$ cat config.mk
export PLATFORM = sky130hd
export DESIGN_NAME = branch_resolver
export DESIGN_NICKNAME = d
export VERILOG_FILES = /design/src/rtl/branch_resolver_pkg.sv /design/src/rtl/branch_cond_eval.sv /design/src/rtl/branch_resolver.sv
export SDC_FILE = /design/constraint.sdc
export NUM_CORES = 1
export LEC_CHECK = 0
export BUFFER_PORTS_ARGS = -buffer_cell sky130_fd_sc_hd__buf_2
export CELL_PAD_IN_SITES_DETAIL_PLACEMENT = 1
export CELL_PAD_IN_SITES_GLOBAL_PLACEMENT = 1
export CORE_ASPECT_RATIO = 1.1
export CORE_MARGIN = 1
export CORE_UTILIZATION = 41
export DETAILED_ROUTE_END_ITERATION = 12
export PLACE_DENSITY = 0.86
export RECOVER_POWER = 100
export SLEW_MARGIN = 30
export SYNTH_ARGS = -nofsm -noshare
export SYNTH_HDL_FRONTEND = slang
export SYNTH_HIERARCHICAL = 1
export SYNTH_SLANG_ARGS = --single-unit
$ cat constraint.sdc
create_clock -name clk -period 3.81 [get_ports clk]
set_input_delay 0.5715 -clock clk [delete_from_list [all_inputs] [get_ports clk]]
set_output_delay 0.5715 -clock clk [all_outputs]
set_load 0.05 [all_outputs]
$ cat src/rtl/branch_resolver_pkg.sv
// Shared definitions for the branch resolver: opcode map (ALU/load and
// branch opcodes), FSM state encoding, address width, and opcode
// classification helpers used by the resolver and its condition evaluator.
package branch_resolver_pkg;

   localparam int ADDR_W = 10;
   localparam int OP_W   = 6;

   // ALU / load opcodes
   localparam logic [OP_W-1:0] OP_NOP   = 6'h00;
   localparam logic [OP_W-1:0] OP_ADDA  = 6'h01;
   localparam logic [OP_W-1:0] OP_ADDB  = 6'h02;
   localparam logic [OP_W-1:0] OP_ADDCA = 6'h03;
   localparam logic [OP_W-1:0] OP_ADDCB = 6'h04;
   localparam logic [OP_W-1:0] OP_ANDA  = 6'h05;
   localparam logic [OP_W-1:0] OP_ANDB  = 6'h06;
   localparam logic [OP_W-1:0] OP_ANDCA = 6'h07;
   localparam logic [OP_W-1:0] OP_ANDCB = 6'h08;
   localparam logic [OP_W-1:0] OP_ORA   = 6'h09;
   localparam logic [OP_W-1:0] OP_ORB   = 6'h0A;
   localparam logic [OP_W-1:0] OP_ORCA  = 6'h0B;
   localparam logic [OP_W-1:0] OP_ORCB  = 6'h0C;
   localparam logic [OP_W-1:0] OP_ASLA  = 6'h0D;
   localparam logic [OP_W-1:0] OP_ASRA  = 6'h0E;
   localparam logic [OP_W-1:0] OP_SUBA  = 6'h0F;
   localparam logic [OP_W-1:0] OP_SUBB  = 6'h10;
   localparam logic [OP_W-1:0] OP_SUBCA = 6'h11;
   localparam logic [OP_W-1:0] OP_SUBCB = 6'h12;
   localparam logic [OP_W-1:0] OP_LDA   = 6'h13;
   localparam logic [OP_W-1:0] OP_LDB   = 6'h14;
   localparam logic [OP_W-1:0] OP_LDCA  = 6'h15;
   localparam logic [OP_W-1:0] OP_LDCB  = 6'h16;
   localparam logic [OP_W-1:0] OP_STA   = 6'h17;
   localparam logic [OP_W-1:0] OP_STB   = 6'h18;

   // Branch opcodes
   localparam logic [OP_W-1:0] OP_BAEQ  = 6'h20;
   localparam logic [OP_W-1:0] OP_BANE  = 6'h21;
   localparam logic [OP_W-1:0] OP_BACS  = 6'h22;
   localparam logic [OP_W-1:0] OP_BACC  = 6'h23;
   localparam logic [OP_W-1:0] OP_BAMI  = 6'h24;
   localparam logic [OP_W-1:0] OP_BAPL  = 6'h25;
   localparam logic [OP_W-1:0] OP_BBEQ  = 6'h28;
   localparam logic [OP_W-1:0] OP_BBNE  = 6'h29;
   localparam logic [OP_W-1:0] OP_BBCS  = 6'h2A;
   localparam logic [OP_W-1:0] OP_BBCC  = 6'h2B;
   localparam logic [OP_W-1:0] OP_BBMI  = 6'h2C;
   localparam logic [OP_W-1:0] OP_BBPL  = 6'h2D;
   localparam logic [OP_W-1:0] OP_JMP   = 6'h30;

   typedef enum logic [1:0] {
      IDLE       = 2'd0,
      WAIT_FLAGS = 2'd1,
      REDIRECT   = 2'd2
   } br_state_t;

   // True for any conditional branch or JMP
   function automatic logic is_branch_op(input logic [OP_W-1:0] op);
      logic r;
      case (op)
         OP_BAEQ, OP_BANE, OP_BACS, OP_BACC, OP_BAMI, OP_BAPL,
         OP_BBEQ, OP_BBNE, OP_BBCS, OP_BBCC, OP_BBMI, OP_BBPL,
         OP_JMP:  r = 1'b1;
         default: r = 1'b0;
      endcase
      return r;
   endfunction

   // True when the opcode updates register A (and hence A's flags)
   function automatic logic is_a_writer(input logic [OP_W-1:0] op);
      logic r;
      case (op)
         OP_ADDA, OP_ADDCA, OP_ANDA, OP_ANDCA, OP_ORA, OP_ORCA,
         OP_ASLA, OP_ASRA, OP_SUBA, OP_SUBCA, OP_LDA, OP_LDCA:
                  r = 1'b1;
         default: r = 1'b0;
      endcase
      return r;
   endfunction

   // True when the opcode updates register B (and hence B's flags)
   function automatic logic is_b_writer(input logic [OP_W-1:0] op);
      logic r;
      case (op)
         OP_ADDB, OP_ADDCB, OP_ANDB, OP_ANDCB, OP_ORB, OP_ORCB,
         OP_SUBB, OP_SUBCB, OP_LDB, OP_LDCB:
                  r = 1'b1;
         default: r = 1'b0;
      endcase
      return r;
   endfunction

endpackage

$ cat src/rtl/branch_cond_eval.sv
// Combinational branch condition evaluator: decodes a branch opcode against
// the committed A/B flags and reports whether it is taken and which register
// side's flags it depends on. JMP is always taken and reads neither side.
module branch_cond_eval
   import branch_resolver_pkg::*;
(
   input  logic [OP_W-1:0] i_opcode,
   input  logic            i_ca,
   input  logic            i_cb,
   input  logic            i_za,
   input  logic            i_zb,
   input  logic            i_na,
   input  logic            i_nb,
   output logic            o_taken,
   output logic            o_reads_a,
   output logic            o_reads_b
);

   // Decode opcode into taken/read-side using the six flags
   always_comb begin
      o_taken   = 1'b0;
      o_reads_a = 1'b0;
      o_reads_b = 1'b0;
      case (i_opcode)
         OP_BAEQ: begin o_reads_a = 1'b1; o_taken = i_za;  end
         OP_BANE: begin o_reads_a = 1'b1; o_taken = ~i_za; end
         OP_BACS: begin o_reads_a = 1'b1; o_taken = i_ca;  end
         OP_BACC: begin o_reads_a = 1'b1; o_taken = ~i_ca; end
         OP_BAMI: begin o_reads_a = 1'b1; o_taken = i_na;  end
         OP_BAPL: begin o_reads_a = 1'b1; o_taken = ~i_na; end
         OP_BBEQ: begin o_reads_b = 1'b1; o_taken = i_zb;  end
         OP_BBNE: begin o_reads_b = 1'b1; o_taken = ~i_zb; end
         OP_BBCS: begin o_reads_b = 1'b1; o_taken = i_cb;  end
         OP_BBCC: begin o_reads_b = 1'b1; o_taken = ~i_cb; end
         OP_BBMI: begin o_reads_b = 1'b1; o_taken = i_nb;  end
         OP_BBPL: begin o_reads_b = 1'b1; o_taken = ~i_nb; end
         OP_JMP:  begin o_taken = 1'b1; end
         default: begin o_taken = 1'b0; end
      endcase
   end

endmodule

$ cat src/rtl/branch_resolver.sv
// Branch resolver: classifies the decode-stage instruction, detects a flag
// hazard against the instruction in execute, and drives stall / redirect /
// flush through a three-state FSM (IDLE, WAIT_FLAGS, REDIRECT).
// Optional feature macro: BRANCH_STATS_EN adds branch_count / taken_count.
module branch_resolver
   import branch_resolver_pkg::*;
(
   input  logic              clk,
   input  logic              reset_n,
   input  logic [OP_W-1:0]   id_instruction,
   input  logic              id_valid,
   input  logic [ADDR_W-1:0] id_target,
   input  logic [OP_W-1:0]   ex_instruction,
   input  logic              ex_valid,
   input  logic              CA,
   input  logic              CB,
   input  logic              ZA,
   input  logic              ZB,
   input  logic              NA,
   input  logic              NB,
   output logic              take_branch,
   output logic [ADDR_W-1:0] branch_target,
   output logic              stall,
   output logic              flush
`ifdef BRANCH_STATS_EN
   ,
   output logic [15:0]       branch_count,
   output logic [15:0]       taken_count
`endif
);

   br_state_t           r_state;
   br_state_t           w_next_state;
   logic [OP_W-1:0]     r_pend_op;
   logic [ADDR_W-1:0]   r_pend_target;
   logic [ADDR_W-1:0]   r_branch_target;
   logic                r_take_branch;
   logic                r_flush;

   logic [OP_W-1:0]     w_eval_op;
   logic [ADDR_W-1:0]   w_target_src;
   logic                w_taken;
   logic                w_reads_a;
   logic                w_reads_b;
   logic                w_id_is_branch;
   logic                w_hazard;
   logic                w_stall;
   logic                w_pend_load;
   logic                w_load_target;
   logic                w_resolved;

   // While waiting for flags, the held branch is evaluated from its latched copy
   assign w_eval_op    = (r_state == WAIT_FLAGS) ? r_pend_op : id_instruction;
   assign w_target_src = (r_state == WAIT_FLAGS) ? r_pend_target : id_target;

   assign w_id_is_branch = id_valid & is_branch_op(id_instruction);
   assign w_hazard = w_id_is_branch & ex_valid &
                     ((w_reads_a & is_a_writer(ex_instruction)) |
                      (w_reads_b & is_b_writer(ex_instruction)));

   branch_cond_eval u_cond (
      .i_opcode  (w_eval_op),
      .i_ca      (CA),
      .i_cb      (CB),
      .i_za      (ZA),
      .i_zb      (ZB),
      .i_na      (NA),
      .i_nb      (NB),
      .o_taken   (w_taken),
      .o_reads_a (w_reads_a),
      .o_reads_b (w_reads_b)
   );

   // Next-state and per-cycle control decode
   always_comb begin
      w_next_state  = r_state;
      w_stall       = 1'b0;
      w_pend_load   = 1'b0;
      w_load_target = 1'b0;
      w_resolved    = 1'b0;
      case (r_state)
         IDLE: begin
            if (w_id_is_branch) begin
               if (w_hazard) begin
                  w_stall      = 1'b1;
                  w_pend_load  = 1'b1;
                  w_next_state = WAIT_FLAGS;
               end else begin
                  w_resolved = 1'b1;
                  if (w_taken) begin
                     w_load_target = 1'b1;
                     w_next_state  = REDIRECT;
                  end else begin
                     w_next_state = IDLE;
                  end
               end
            end else begin
               w_next_state = IDLE;
            end
         end
         WAIT_FLAGS: begin
            w_resolved = 1'b1;
            if (w_taken) begin
               w_load_target = 1'b1;
               w_next_state  = REDIRECT;
            end else begin
               w_next_state = IDLE;
            end
         end
         REDIRECT: begin
            // Decode instruction is being flushed; ignore it
            w_next_state = IDLE;
         end
         default: begin
            w_next_state = IDLE;
         end
      endcase
   end

   // State, redirect outputs and redirect target registers
   always_ff @(posedge clk or negedge reset_n) begin
      if (!reset_n) begin
         r_state         <= IDLE;
         r_take_branch   <= 1'b0;
         r_flush         <= 1'b0;
         r_branch_target <= {ADDR_W{1'b0}};
      end else begin
         r_state       <= w_next_state;
         r_take_branch <= (w_next_state == REDIRECT);
         r_flush       <= (w_next_state == REDIRECT);
         if (w_load_target) begin
            r_branch_target <= w_target_src;
         end
      end
   end

   // Capture the stalled branch so it can be re-evaluated once flags settle
   always_ff @(posedge clk or negedge reset_n) begin
      if (!reset_n) begin
         r_pend_op     <= OP_NOP;
         r_pend_target <= {ADDR_W{1'b0}};
      end else if (w_pend_load) begin
         r_pend_op     <= id_instruction;
         r_pend_target <= id_target;
      end
   end

   assign take_branch   = r_take_branch;
   assign flush         = r_flush;
   assign branch_target = r_branch_target;
   assign stall         = w_stall;

`ifdef BRANCH_STATS_EN
   logic [15:0] r_branch_count;
   logic [15:0] r_taken_count;

   // Resolved-branch and redirect-entry counters, wrapping at 16 bits
   always_ff @(posedge clk or negedge reset_n) begin
      if (!reset_n) begin
         r_branch_count <= 16'd0;
         r_taken_count  <= 16'd0;
      end else begin
         if (w_resolved) begin
            r_branch_count <= r_branch_count + 16'd1;
         end
         if (w_load_target) begin
            r_taken_count <= r_taken_count + 16'd1;
         end
      end
   end

   assign branch_count = r_branch_count;
   assign taken_count  = r_taken_count;
`endif

endmodule

* Word level (Yosys, flattened, before mapping) *
Memory sizes are Yosys's and may differ from the RTL's.
Cells that the tools add are included.

word-level totals
  memories = 3
  register bits = 29
  bits of input ports = 32
  word-level logic and storage cells = 56
  output and inout bits = 13
  ROM bits = 128

operators by class
  bitwise operators = 12
  reductions and logical operators = 3
  multiplexer cells = 18
  equality and inequality tests = 15

memory list
  name              depth  width  rd ports  clocked after Yosys merged registers in  wr ports  RTL line                   text
  (name not given)  64     1      1         0                                        0         branch_resolver_pkg.sv:60  case (op)
  (name not given)  32     1      1         0                                        0         branch_resolver_pkg.sv:84  case (op)
  (name not given)  32     1      1         0                                        0         branch_resolver_pkg.sv:72  case (op)

operator list
  cell                                            count
  == test 6 bit (second input constant)           13
  case mux 1 bit (13 select lines)                1
  OR reduction 6 bit                              2
  two-way mux 1 bit                               10
  two-way mux 10 bit                              1
  two-way mux 2 bit                               3
  two-way mux 6 bit                               1
  inverter 1 bit                                  6
  bitwise AND 1 bit                               5
  case mux 2 bit (2 select lines)                 1
  == test 2 x 1 -> 1 bit (second input constant)  1
  == test 2 bit (second input constant)           1
  zero test 2 bit                                 1
  case mux 1 bit (2 select lines)                 1
  OR 1 bit                                        1

* Logic depth before layout (Yosys ltp) *
  depth after elaboration = 12
  depth in mapped cells = 14
  mapped depth without buffers = 10

* Modules after synthesis *
Netlist, hierarchy kept.

modules (own cells, without submodules)
  module            area each (µm²)  cells each  instances  seq. area each (µm²)
  branch_resolver   1403.8           98          1          725.7
  branch_cond_eval  210.2            28          1          0.0

* Worst setup path before layout *
Ideal clock, no wire load.

  kind = reg2out
  start point = reg r_state[1]
  end point = out stall
  data arrival time = 3.799 ns
  stages on the path, launching flop included = 10
  setup slack = -0.561 ns
  required time = 3.239 ns
  path buffers = 1
  cells stage by stage = dfrtp_1 > nor2_1 > clkbuf_1 > mux2_2 > nor2b_1 > and3_1 > inv_1 > a22oi_1 > o2111ai_1 > nor4_1

between the ends
  word-level cells in the longest chain between the ends = 11
  elaborated cells between the ends (all ways) = 26
  classes of those cells = eq/ne: 13; mux: 6; bitwise: 4; reduce/logical: 3

ends and longest elaborated chain
  what                                   RTL line                text
  start: declaration                     branch_resolver.sv:32   br_state_t r_state;
  start signal: assignment               branch_resolver.sv:128  r_state <= w_next_state;
  == test 2 x 1 -> 1 bit *               branch_resolver.sv:53   assign w_eval_op = (r_state == WAIT_FLAGS) ? r_pend_op : id_instruction;
  two-way mux 6 bit *                    branch_resolver.sv:53
  via w_eval_op[4]                       branch_resolver.sv:40   logic [OP_W-1:0] w_eval_op;
  == test 6 bit                          branch_cond_eval.sv:24  case (i_opcode)
  OR reduction 6 bit (no source line) *  n/a
  two-way mux 1 bit *                    branch_cond_eval.sv:24
  via w_reads_a                          branch_resolver.sv:43   logic w_reads_a;
  bitwise AND 1 bit *                    branch_resolver.sv:58   ((w_reads_a & is_a_writer(ex_instruction)) |
  OR 1 bit *                             branch_resolver.sv:58
  bitwise AND 1 bit *                    branch_resolver.sv:57   assign w_hazard = w_id_is_branch & ex_valid &
  two-way mux 1 bit *                    branch_resolver.sv:84   if (w_hazard) begin
  two-way mux 1 bit *                    branch_resolver.sv:83   if (w_id_is_branch) begin
  two-way mux 1 bit *                    branch_resolver.sv:81   case (r_state)
  end: declaration                       branch_resolver.sv:23   output logic stall,

The timed path passes the listed nets; every way through them passes the cells marked *.

* Final worst setup path *
  start point = reg r_state[0]
  end point = out stall

Same word-level chain as after synthesis.

==> metrics.txt <==
Cell Rows=23; run status=finished with violations; Crit Path Max Fanout=8; Reg2Reg Depth=10; Final Skew=0.00710 ns; DRT iter0 DRCs=23; Worst EP required=3.24 ns; CTS sink count=29; startpoint types=flip-flop; DR vias/cell=5.36; Fin Setup TNS=0 ns; Final Cell Area=1870 um2; CTS Root Cell=clkbuf_8; initial antenna violation count=0; final WL=3.58 mm; Routed Antenna Nets=0; Worst Hold End=r_pend_op[5]$_DFFE_PN0P_; flops & latches, synth=29; most frequent cells in the layout=mux2_2 (32), buf_2 (30), dfrtp_1 (29); r2r endpoint=r_pend_target[2]$_DFFE_PN0P_; unique cell type count in the Yosys netlist=34; pwr/cell area=462 nW/um2; nets@finish=203; share of cells above drive strength 1=0.424; Worst-Skew Late Latency=0.28 ns; most common cell after layout, fill and taps aside=mux2_2; leakage power=0.877 nW; Syn Inst Count=126; Layout area overhead=16.0%; Max Freq=290 MHz; failing checks=max-capacitance violations, max-slew violations; CORE AREA=3710 um2; largest net degree at the start of global routing=30; synthesized area per cell=12.8 um2; Final min period=3.45 ns; placer congestion estimate=0.742; Pre-Repair DR Iteration Count=4; slew margin rel.=-0.0115; post-route clock period utilization=0.906; Post-synth EDFFs=0; ANT cells=0; Critical R2R Launch=r_state[0]$_DFF_PN0_; hold_sp=r_pend_op[5]$_DFFE_PN0P_; Worst Hold Class=reg2reg; Synth Flop Type=dfrtp_1; vias in the first global route=1259; post-synth net total=158; Initial Utilization=0.435; hold path depth=1; Crit. End Element=primary output; Die Wd=61.8 um; Final Setup Violations=0; TritonCTS Buffers=5; dpl cell area=1840 um2; Mapped Area=1610 um2; H-tree depth=2; clk buf depth=2; IO Port Bufs=44; post-CTS setup buffers=0; WL per Instance=16.1 um; Worst Tran Pin Value=1.52 ns; FFs w/ async S/R, synth=1.00; reg-to-reg setup timing slack=0.42 ns; vias=1190; GRT Util Overall=0.192; first-pass GRT wire length=5.69 mm; io pins=45; Worst EP arrival=2.88 ns; total gr overflow=0; die area=4190 um2; Peak supply drop=0.286 mV; DIE HEIGHT=67.8 um; MaxCap Viol Count=1; max-slew violations=30; RSZ-0062 raised after global routing=false; CP Class=reg2out; Hold Violations, Final=0; Synth Warn #=6; # DRC=0; clock-pin slew on the worst setup and hold paths=0.05 ns; post-synthesis sequential area ratio=0.450; dpl hpwl=2.74 mm; CTS tree=built
## final cells by class
cell class	instances	area, um2
Inverter	4	15.0
Tap cell	50	62.6
Clock buffer	8	80.1
Multi-Input combinational cell	86	778
Fill cell	417	1840
Sequential cell	29	726
Timing Repair Buffer	45	211
## worst max-delay path, stage by stage, from the launching register on
cell	delay, ns
dfrtp_1	0.37
inv_1	0.07
nor2_2	0.29
mux2_1	0.40
nor2b_1	0.27
and3_1	0.21
inv_1	0.05
a22oi_1	0.13
o2111ai_1	0.21
nor4_2	0.25
clkbuf_2	0.34
## cell families after synthesis
logic type,count (synthesis),share of synthesized area
AOI/OAI and AO/OA,15,0.0729
xor gates and xnor gates,1,0.00543
buffers and inverters,11,0.0527
DFF,29,0.450
muxes,43,0.320
and+or+nand+nor,27,0.0992
## registers in the layout, indices dropped and copies added (netlist names)
register	count
branch_target	10
r_state	2
r_pend_target	10
r_pend_op	6
flush	1
## power breakdown
| group | leakage [nW] | internal [mW] | total (mW) | switching, mW |
|---|---|---|---|---|
| Clock | 0.0395 | 0.129 | 0.237 | 0.107 |
| Sequential | 0.386 | 0.360 | 0.387 | 0.0269 |
| Combinational | 0.451 | 0.0744 | 0.242 | 0.167 |
## how the worst max path moves through the flow
stage / startpoint / endpoint / slack [ns]
2_1_floorplan: r_state[0]$_DFF_PN0_ / stall / 0.02
3_3_place_gp: r_state[0]$_DFF_PN0_ / r_pend_target[2]$_DFFE_PN0P_ / 0.38
3_5_place_dp: r_state[0]$_DFF_PN0_ / r_pend_target[2]$_DFFE_PN0P_ / 0.20
4_1_cts: r_state[0]$_DFF_PN0_ / stall / 0.19
5_1_grt: r_state[0]$_DFF_PN0_ / stall / 0.15
6_report: r_state[0]$_DFF_PN0_ / stall / 0.36
## per-stage QoR
step	hold slack, ns	cells	util	power [mW]	setup WS [ns]
after floorplan	0.276	126	-	0.577	0.0249
final	0.484	222	0.505	0.865	0.358
after global placement	0.451	214	0.496	0.642	0.383
after detailed placement	0.469	214	0.496	0.653	0.196
after global routing	0.507	222	0.505	0.910	0.150
after CTS	0.323	222	0.517	0.899	0.185
## per-layer routing
layer,wire length (um),GRT usage,vias to the layer above
li1,-,-,553
met1,1490,0.222,586
met2,1810,0.331,45
met3,219,0.0498,6
met4,65,0.0833,0
met5,0,0,-
## cell usage after synthesis (2+ instances only)
library cell / count / area, um2
o2111ai_1: 2 / 17.5
nor2_1: 5 / 18.8
a21oi_1: 2 / 10.0
nand3_1: 2 / 10.0
o311a_1: 2 / 20.0
o21ai_0: 2 / 10.0
and3_1: 2 / 12.5
dfrtp_1: 29 / 726
inv_1: 4 / 15.0
buf_6: 3 / 33.8
nor4_1: 4 / 25.0
mux2_2: 33 / 372
mux2_4: 9 / 135
nor3b_1: 2 / 15.0
nor2b_1: 2 / 12.5
nand2_1: 5 / 18.8
## timing repair
action | 4_1_cts | 5_1_grt
endpoints found under the setup margin | 0 | 13
hold buffers | 0 | 0
gates resized for setup | 0 | 1
endpoints found under the hold margin | 0 | 0
Power figures use the tool's default switching activity.
